## config.mk

```make
export PLATFORM = sky130hd
export DESIGN_NAME = apb_irq_ctrl
export DESIGN_NICKNAME = d
export VERILOG_FILES = /design/src/rtl/apb_irq_pkg.sv /design/src/rtl/irq_prio_enc.sv /design/src/rtl/apb_irq_ctrl.sv
export SDC_FILE = /design/constraint.sdc
export NUM_CORES = 1
export LEC_CHECK = 0
export ABC_CLOCK_PERIOD_IN_PS = 3200
export BUFFER_PORTS_ARGS = -buffer_cell sky130_fd_sc_hd__buf_2
export CELL_PAD_IN_SITES_DETAIL_PLACEMENT = 1
export CELL_PAD_IN_SITES_GLOBAL_PLACEMENT = 2
export CORE_MARGIN = 4
export CORE_UTILIZATION = 37
export DETAILED_ROUTE_END_ITERATION = 12
export PLACE_DENSITY = 0.9
export RECOVER_POWER = 50
export SLEW_MARGIN = 20
export SYNTH_ARGS = -nofsm -noshare
export SYNTH_HDL_FRONTEND = slang
export SYNTH_SLANG_ARGS = --single-unit
```

## constraint.sdc

```tcl
create_clock -name clk -period 3.2 [get_ports clk]
set_clock_uncertainty 0.1 [all_clocks]
set_input_delay 0 -clock clk [delete_from_list [all_inputs] [get_ports clk]]
set_output_delay 0 -clock clk [all_outputs]
set_load 0.02 [all_outputs]
```

## src/rtl/apb_irq_pkg.sv

```systemverilog
// Shared constants for the APB interrupt controller: register offsets (PADDR[4:2]) and event limit.
package apb_irq_pkg;
  localparam int MAX_EVENTS = 32;

  localparam logic [2:0] REG_MASK    = 3'd0;
  localparam logic [2:0] REG_PENDING = 3'd1;
  localparam logic [2:0] REG_SET     = 3'd2;
  localparam logic [2:0] REG_ID      = 3'd3;
endpackage

```

## src/rtl/irq_prio_enc.sv

```systemverilog
// Combinational lowest-set-bit encoder; bit 0 has the highest priority.
// id is 0 whenever no bit is set.
module irq_prio_enc #(
  parameter  int WIDTH = 32,
  localparam int IDW   = $clog2(WIDTH)
) (
  input  logic [WIDTH-1:0] vec,
  output logic             valid,
  output logic [IDW-1:0]   id
);

  always_comb begin
    valid = 1'b0;
    id    = '0;
    for (int i = WIDTH - 1; i >= 0; i--) begin
      if (vec[i]) begin
        valid = 1'b1;
        id    = IDW'(i);
      end
    end
  end

endmodule

```

## src/rtl/apb_irq_ctrl.sv

```systemverilog
// APB interrupt controller: edge-detected events latch as pending, are masked and encoded into a registered irq/id.
// Zero wait states. APB_IRQ_SYNC_EN adds a 2-flop input synchroniser (2 extra cycles of event latency).
module apb_irq_ctrl
  import apb_irq_pkg::*;
#(
  parameter  int NUM_EVENTS     = 32,
  parameter  int APB_ADDR_WIDTH = 12,
  localparam int IDW            = $clog2(NUM_EVENTS)
) (
  input  logic                      clk,
  input  logic                      rst_n,
  input  logic [APB_ADDR_WIDTH-1:0] PADDR,
  input  logic [31:0]               PWDATA,
  input  logic                      PWRITE,
  input  logic                      PSEL,
  input  logic                      PENABLE,
  output logic [31:0]               PRDATA,
  output logic                      PREADY,
  output logic                      PSLVERR,
  input  logic [NUM_EVENTS-1:0]     events_i,
  output logic                      irq_o,
  output logic [IDW-1:0]            irq_id_o,
  input  logic                      irq_ack_i,
  input  logic [IDW-1:0]            irq_ack_id_i
);

  logic [NUM_EVENTS-1:0] ev_in, ev_q, ev_q2, edge_det;
  logic [NUM_EVENTS-1:0] mask_q, pend_q, pend_nxt;
  logic [NUM_EVENTS-1:0] set_wr, clr_wr, ack_hit, active;
  logic                  access, wr;
  logic [2:0]            offs;
  logic                  enc_valid;
  logic [IDW-1:0]        enc_id;
  logic                  unused;

  assign unused = ^{PADDR, PWDATA};

`ifdef APB_IRQ_SYNC_EN
  logic [NUM_EVENTS-1:0] sync1, sync2;

  always_ff @(posedge clk or negedge rst_n) begin
    if (!rst_n) begin
      sync1 <= '0;
      sync2 <= '0;
    end else begin
      sync1 <= events_i;
      sync2 <= sync1;
    end
  end

  assign ev_in = sync2;
`else
  assign ev_in = events_i;
`endif

  // History resets low so a line already high at reset release counts as one edge.
  always_ff @(posedge clk or negedge rst_n) begin
    if (!rst_n) begin
      ev_q  <= '0;
      ev_q2 <= '0;
    end else begin
      ev_q  <= ev_in;
      ev_q2 <= ev_q;
    end
  end

  assign edge_det = ev_q & ~ev_q2;

  assign access = PSEL & PENABLE;
  assign wr     = access & PWRITE;
  assign offs   = PADDR[4:2];
  assign set_wr = (wr && offs == REG_SET)     ? PWDATA[NUM_EVENTS-1:0] : '0;
  assign clr_wr = (wr && offs == REG_PENDING) ? PWDATA[NUM_EVENTS-1:0] : '0;

  always_comb begin
    ack_hit = '0;
    for (int i = 0; i < NUM_EVENTS; i++) begin
      ack_hit[i] = irq_ack_i && (irq_ack_id_i == IDW'(i));
    end
  end

  // Set sources win over clear sources arriving in the same cycle.
  assign pend_nxt = (pend_q | edge_det | set_wr) & ~(clr_wr & ~(edge_det | set_wr))
                                                 & ~(ack_hit & ~(edge_det | set_wr));
  assign active   = pend_q & mask_q;

  irq_prio_enc #(.WIDTH(NUM_EVENTS)) u_enc (
    .vec   (active),
    .valid (enc_valid),
    .id    (enc_id)
  );

  always_ff @(posedge clk or negedge rst_n) begin
    if (!rst_n) begin
      mask_q   <= '0;
      pend_q   <= '0;
      irq_o    <= 1'b0;
      irq_id_o <= '0;
    end else begin
      if (wr && offs == REG_MASK) mask_q <= PWDATA[NUM_EVENTS-1:0];
      pend_q   <= pend_nxt;
      irq_o    <= enc_valid;
      irq_id_o <= enc_id;
    end
  end

  always_comb begin
    PRDATA  = '0;
    PSLVERR = 1'b0;
    if (access) begin
      case (offs)
        REG_MASK:    PRDATA = MAX_EVENTS'(mask_q);
        REG_PENDING: PRDATA = MAX_EVENTS'(pend_q);
        REG_SET:     PRDATA = '0;
        REG_ID:      PRDATA = {irq_o, 26'b0, 5'(irq_id_o)};
        default:     PSLVERR = 1'b1;
      endcase
    end
  end

  assign PREADY = 1'b1;

endmodule
```

==> results.md, run 1 <==
* Setup TNS at 0 ns
* Met1 usage at 28.4%
* Pin count of the biggest net entering global routing at 73
* Leakage at 3.49 nW
* CP required at 3.37 ns
* Yosys top cell area share at 59.0%
* Top-count cell post-synth: dfrtp_1
* Overall die width at 132 µm
* Status: finished with violations
* Vias in the first global route at 5,395
* Hold WS at -0.0000583 ns
* Hold Buf Count CTS at 65
* Crit Path Category: in2async
* FF/Latch Area at 0.00335 mm²
* Yosys reg bits at 134
* Crit start category: primary input
* Synth Area in Compound Gates at 20.8%
* DIE AREA at 0.0174 mm²
* First-pass DRT Iterations at 5
* FILL cells at 1,601
* CP Capture Type: async pin
* Power Density at 620 mW/mm²
* Die H at 132 µm
* FMAX at 508 MHz
* Pre-CTS setup slack at 1.29 ns
* CTS buffer count at 17
* Mux contribution to synthesized area at 7.52%
* Final min period at 1.97 ns
* Overflow after GRT at 0
* Slew @ Worst Pin at 1.47 ns
* Top post-synthesis cells by area: dfrtp_1 59%, mux2_1 7.5%, a221o_1 5.6%
* PnR worst setup slack at 1.23 ns
* Slowest stage delay, CP at 1.12 ns
* Largest family of logic cells by synthesized area: compound AO/OA/AOI/OAI gates
* CP Data Arrival Time at 2.14 ns
* Multi-input gate area at 0.00213 mm²
* Clock-pin slew on the worst setup and hold paths at 0.06 ns
* Final Cycle Share at 61.5%
* Synth cell count leaders: 134 x dfrtp_1, 42 x a22oi_1, 38 x mux2_1, 38 x nor2_1
* Row count at 45
* Initial Util at 37.5%
* Hold Crit Class: in2async
* Gpl congestion at 0.914
* Area of the core at 0.0151 mm²
* Share of layout cells above drive strength 1 at 21.6%
* Port bufs at 116
* Yosys warning count at 0
* Slowest CP cell: clkbuf_1
* Sequential share of the synthesized area at 59.0%
* Post-synth EDFFs at 0
* Final nets at 773
* Final Max Tran Viols at 0
* Unrepaired setup endpoints after global routing: false
* Initial antenna violation count at 0
* Max Cap Violations at 0
* Largest fanout on the critical path at 37
* Met2 usage at 36.8%
* Drt wl/cell at 20.6 µm
* Overall Global Routing Usage at 21.9%
* Post-synth ARST share at 100%
* Adder-cell share of the synthesized area at 0%
* Setup violators final at 0
* Root Buffer: clkbuf_16
* Worst-Skew Late Latency at 0.42 ns
* Post-synthesis area per instance at 11.4 µm²
* Post-CTS setup buffers at 0
* Vias/cell at 5.55
* CTS Buffer Depth at 2
* First-pass GRT wire length at 30,100 µm
* Ports at 127
* Via count at 4,920
* # H-tree levels at 4
* Most Crowded Layer GR: met2
* Ys flop type: dfrtp_1
* Post-synthesis cell type count at 41
* Crit-path cells: dlygate4sd3_1 > buf_4 > clkbuf_1
* CTS tree: built
* ANT cells at 0
* Post-Synth Simple-Gate Area at 8.71%
* Final hold vios at 1
* Xor/xnor share of the synthesized area at 0%
* Initial DRC Count at 434
* Failing checks: negative hold slack
* Post-DRT Antenna Nets at 0
* Syn Nets at 585
* Cells after Synth at 498
* Met3 Use GR at 4.27%
* DR DRC count at 0
* Post-Syn Area at 0.00569 mm²
* Final Util at 51.3%
* Slew headroom at 1.87%
* Post-DP HPWL at 12,200 µm
* Resize count post-CTS at 0
* Yosys top cell by area: dfrtp_1
* VDD IR-drop max at 0.397 mV
* Post-Route WL at 18,300 µm
* CTS Sinks at 134
* Area Growth Syn to Fin at 36.5%
## layer usage
layer,share of wire [%],wire (µm)
met2,50,9180
met1,43,7810
met5,0,0
met4,2.0,358
met3,5.1,928
## logic make-up (layout without fill, tap and decap cells)
family / count (synthesis) / count (layout)
AOI/OAI and AO/OA: 168 / 168
DFF: 134 / 134
muxes: 38 / 38
buffers and inverters: 53 / 254
and+or+nand+nor: 104 / 104
other: 1 / 1
## stage by stage
stage          std cells  cell area (µm²)  power, W  hold WS [ns]
5_1_grt              887             7760   0.00503        0.0404
4_1_cts              887             7770   0.00484       0.00928
2_1_floorplan        498             5690   0.00239        -0.396
3_5_place_dp         790             6500   0.00269       -0.0932
3_3_place_gp         790             6500   0.00266        -0.102
6_report             887             7760   0.00481    -0.0000583
## worst paths after layout
check / slack (ns) / end / cells after the start / start
setup / recovery: 1.23 / ev_q2[12] / 3 / rst_n
hold / removal: -0.00006 / ev_q[1] / 2 / rst_n
setup reg to reg: 1.33 / irq_id_o[0] / 5 / mask_q[29]
hold reg to reg: 0.28 / ev_q2[13] / 0 / ev_q[13]
max in group clk: 1.33 / irq_id_o[0] / 5 / mask_q[29]
min in group clk: 0.11 / ev_q[8] / 2 / events_i[8]
## critical path: cells and delay by family
kind / cells / cell delay (ns)
buf+inv: 3 / 2.09
## sequential cells by signal (all words and copies together), names as in the netlist
signal	cells
irq_id_o	5
irq_o	1
ev_q	32
pend_q	32
ev_q2	32
mask_q	32
## cell usage in the layout (no fill, tap or decap), types with 6 or more instances in the layout
| cell type | instances |
|---|---|
| a21oi_1 | 35 |
| a221o_1 | 32 |
| a22oi_1 | 42 |
| buf_2 | 107 |
| buf_4 | 8 |
| clkbuf_1 | 10 |
| clkbuf_16 | 17 |
| dfrtp_1 | 134 |
| dlygate4sd3_1 | 65 |
| inv_1 | 32 |
| mux2_1 | 38 |
| nand2_1 | 32 |
| nand3_1 | 11 |
| nor2_1 | 38 |
| nor2b_1 | 6 |
| o21ai_0 | 35 |
## area by class of cell
class | instances | area share [%]
clock inverters | 12 | 2.27
inverters | 32 | 1.55
well taps | 188 | 3.03
repair buffers | 190 | 16.8
clock buffers | 20 | 5.75
multi-input cells | 311 | 27.4
flip-flops and latches | 134 | 43.2
## report_power, final
group          switching (W)  total, W  internal (W)
Combinational       0.000397  0.000717      0.000320
Clock               0.000757   0.00208       0.00133
Sequential          0.000150   0.00201       0.00186
(Power assumes the default switching activity.)
==> inputs of run 2 (changes only) <==
Settings changed: ABC_AREA from default to 1, ABC_CLOCK_PERIOD_IN_PS 3200 to 1800, CORE_UTILIZATION 37 to 29, PLACE_DENSITY 0.9 to 0.82.
Clock period 3.2 ns to 1.8 ns, I/O delays scaled along.
==> results.md, run 2 <==
* Yosys warning count at 0 (unchanged)
* Yosys top cell by area: dfrtp_1
* Post-synthesis area per instance at 8.60 µm² (-25%)
* Worst-Skew Late Latency at 0.42 ns (about the same)
* CTS tree: built
* Post-Syn Area at 0.00577 mm² (+1.5%)
* Commonest non-fill, non-tap cell in the layout: nand2_1
* Power Density at 1040 mW/mm² (+67%)
* Port bufs at 116 (unchanged)
* Net Switching at 0.00237 W (+82%)
* First-pass DRT Iterations at 5 (unchanged)
* Max Cap Violations at 0 (unchanged)
* DIE AREA at 0.0222 mm² (+28%)
* Status: finished with violations
* Ys flop type: dfrtp_1
* Overall die width at 149 µm (+13%)
* Slowest stage delay, CP at 0.39 ns (-0.73 ns)
* Row count at 51 (+13%)
* Leakage at 4.00 nW (+15%)
* CTS buffer count at 17 (unchanged)
* Crit Path Category: reg2reg
* Setup violators final at 2 (+2)
* Vias in the first global route at 5,760 (+6.8%)
* Post-Route WL at 19,500 µm (+6.5%)
* DR DRC count at 0 (unchanged)
* CP Capture Type: flop
* CTS Buffer Depth at 2 (unchanged)
* Initial DRC Count at 233 (-46%)
* Yosys reg bits at 134 (unchanged)
* Die H at 149 µm (+13%)
* Most frequent cells in the layout: 214 x nand2_1, 134 x dfrtp_1, 111 x buf_2, 86 x inv_1, 71 x dlygate4sd3_1
* VDD IR-drop max at 0.740 mV (+86%)
* Synth cell count leaders: 217 x nand2_1, 134 x dfrtp_1, 86 x inv_1
* Post-DP HPWL at 13,200 µm (+8.2%)
* Area of the core at 0.0195 mm² (+29%)
* Share of layout cells above drive strength 1 at 21.7% (+0.13 points)
* Post-synth ARST share at 100% (unchanged)
* PnR worst setup slack at -0.495 ns (-1.73 ns)
* Via count at 5,366 (+9.1%)
* Pre-CTS setup slack at -0.497 ns (-1.79 ns)
* Root Buffer: clkbuf_16
* Largest fanout on the critical path at 2 (-95%)
* Post-synth EDFFs at 0 (unchanged)
* Vias/cell at 4.60 (-17%)
* Crit start category: flop
* Final Util at 42.1% (-9.1 points)
* Gpl congestion at 0.800 (-12%)
* Final nets at 976 (+26%)
* # H-tree levels at 4 (unchanged)
* Unrepaired setup endpoints after global routing: true
* Gate power share at 17.3% (+2.4 points)
* ANT cells at 0 (unchanged)
* Overall Global Routing Usage at 18.2% (-3.8 points)
* Post-synthesis cell type count at 26 (-37%)
* Final min period at 2.29 ns
* Clock-pin slew on the worst setup and hold paths at 0.06 ns (about the same)
* Ports at 127 (unchanged)
* CP most frequent cell: nand2_1
* Final Cycle Share at 127%
* Seq pwr share at 40.9% (-0.9 points)
* Initial Util at 29.6% (-8.0 points)
* Final hold vios at 0 (-1)
* Yosys top cell area share at 58.1% (-0.86 points)
* First-pass GRT wire length at 31,100 µm (+3.4%)
* Cells after Synth at 671 (+35%)
* Slew headroom at 35.1% (+33 points)
* Post-DRT Antenna Nets at 0 (unchanged)
* Hold Crit Class: in2reg
* Initial antenna violation count at 0 (unchanged)
* Power share of the clock group at 41.8% (-1.5 points)
* Met2 usage at 29.7% (-7.1 points)
* Syn Nets at 758 (+30%)
* CP Data Arrival Time at 2.50 ns (+0.36 ns)
* Overflow after GRT at 0 (unchanged)
* Drt wl/cell at 16.7 µm (-19%)
* Pint at 0.00616 W (+76%)
* Area Growth Syn to Fin at 42.6%
* Most Crowded Layer GR: met2
* Pin count of the biggest net entering global routing at 71 (-2.7%)
* CP required at 2.01 ns (-1.36 ns)
* Sw Ratio at 27.8% (+0.69 points)
* Failing checks: negative setup slack
* Final Max Tran Viols at 0 (unchanged)
* Setup TNS at -0.581 ns (-0.581 ns)
* Met3 Use GR at 4.35% (+0.070 points)
* Top post-synthesis cells by area: dfrtp_1 58%, nand2_1 14%, inv_1 5.6%
* Hold WS at 0.0243 ns (+0.0243 ns)
* Slew @ Worst Pin at 0.973 ns (-0.499 ns)
* Top-count cell post-synth: nand2_1
* Sequential share of the synthesized area at 58.1% (-0.86 points)
* FMAX at 436 MHz
* Met1 usage at 24.5% (-4.0 points)
* CTS Sinks at 134 (unchanged)
* Slowest CP cell: dfrtp_1
## run 2: final timing paths
check                                 from  depth (start not counted)  slack [ns]          end
hold reg to reg                   ev_q[20]                          0        0.27    ev_q2[20]
max in group asynchronous            rst_n                          3        0.66  irq_id_o[4]
setup reg to reg                pend_q[31]                         32       -0.49  irq_id_o[0]
setup / recovery                pend_q[31]                         32       -0.49  irq_id_o[0]
hold / removal             irq_ack_id_i[2]                          4        0.02   pend_q[12]
min in group asynchronous            rst_n                          3        0.27    ev_q2[19]
## run 2: kinds of logic after synthesis
| kind of cell | Yosys count | synth area share (%) |
|---|---|---|
| buf+inv | 113 | 7.42 |
| simple gates | 289 | 19.5 |
| other cells | 1 | 0.0650 |
| flops | 134 | 58.1 |
| compound gates | 134 | 14.9 |
## run 2: per-layer routing
layer	vias to the layer above	wire length [µm]
met3	20	759
li1	2602	-
met1	2639	9070
met5	-	0
met4	0	299
met2	105	9340
## run 2: per-stage QoR
stage,total power [W],instances,instance area [µm²]
2_1_floorplan,0.00425,671,5770
3_3_place_gp,0.00484,1062,6920
3_5_place_dp,0.00488,1062,6920
4_1_cts,0.00862,1166,8260
5_1_grt,0.00901,1167,8230
6_report,0.00853,1167,8230
## run 2: what timing repair did
item                       CTS  global route
pin swaps                    1             2
setup buffers                1             1
hold endpoints to repair   230             0
resized for setup            4             1
hold buffers                71             0
setup endpoints to repair    2             2
## run 2: worst max-delay path, delay by kind of cell, from the launching register on
| family | cells | cell delay, ns |
|---|---|---|
| compound gates | 1 | 0.05 |
| buf+inv | 1 | 0.05 |
| simple gates | 30 | 1.61 |
| flops | 1 | 0.39 |
## run 2: power groups by stage
stage / sequential, W / clock (W) / combinational, W
4_1_cts: 0.00349 / 0.00364 / 0.00148
2_1_floorplan: 0.00354 / 0 / 0.000712
3_3_place_gp: 0.00353 / 0 / 0.00131
5_1_grt: 0.00353 / 0.00379 / 0.00169
3_5_place_dp: 0.00354 / 0 / 0.00133
6_report: 0.00349 / 0.00356 / 0.00147
## run 2: area by class of cell
class / instances / area (µm²)
fillers: 2331 / 11300
flip-flops and latches: 134 / 3350
multi-input cells: 424 / 2010
repair buffers: 222 / 1590
clock buffers: 19 / 453
inverters: 90 / 339
well taps: 265 / 332
clock inverters: 13 / 154
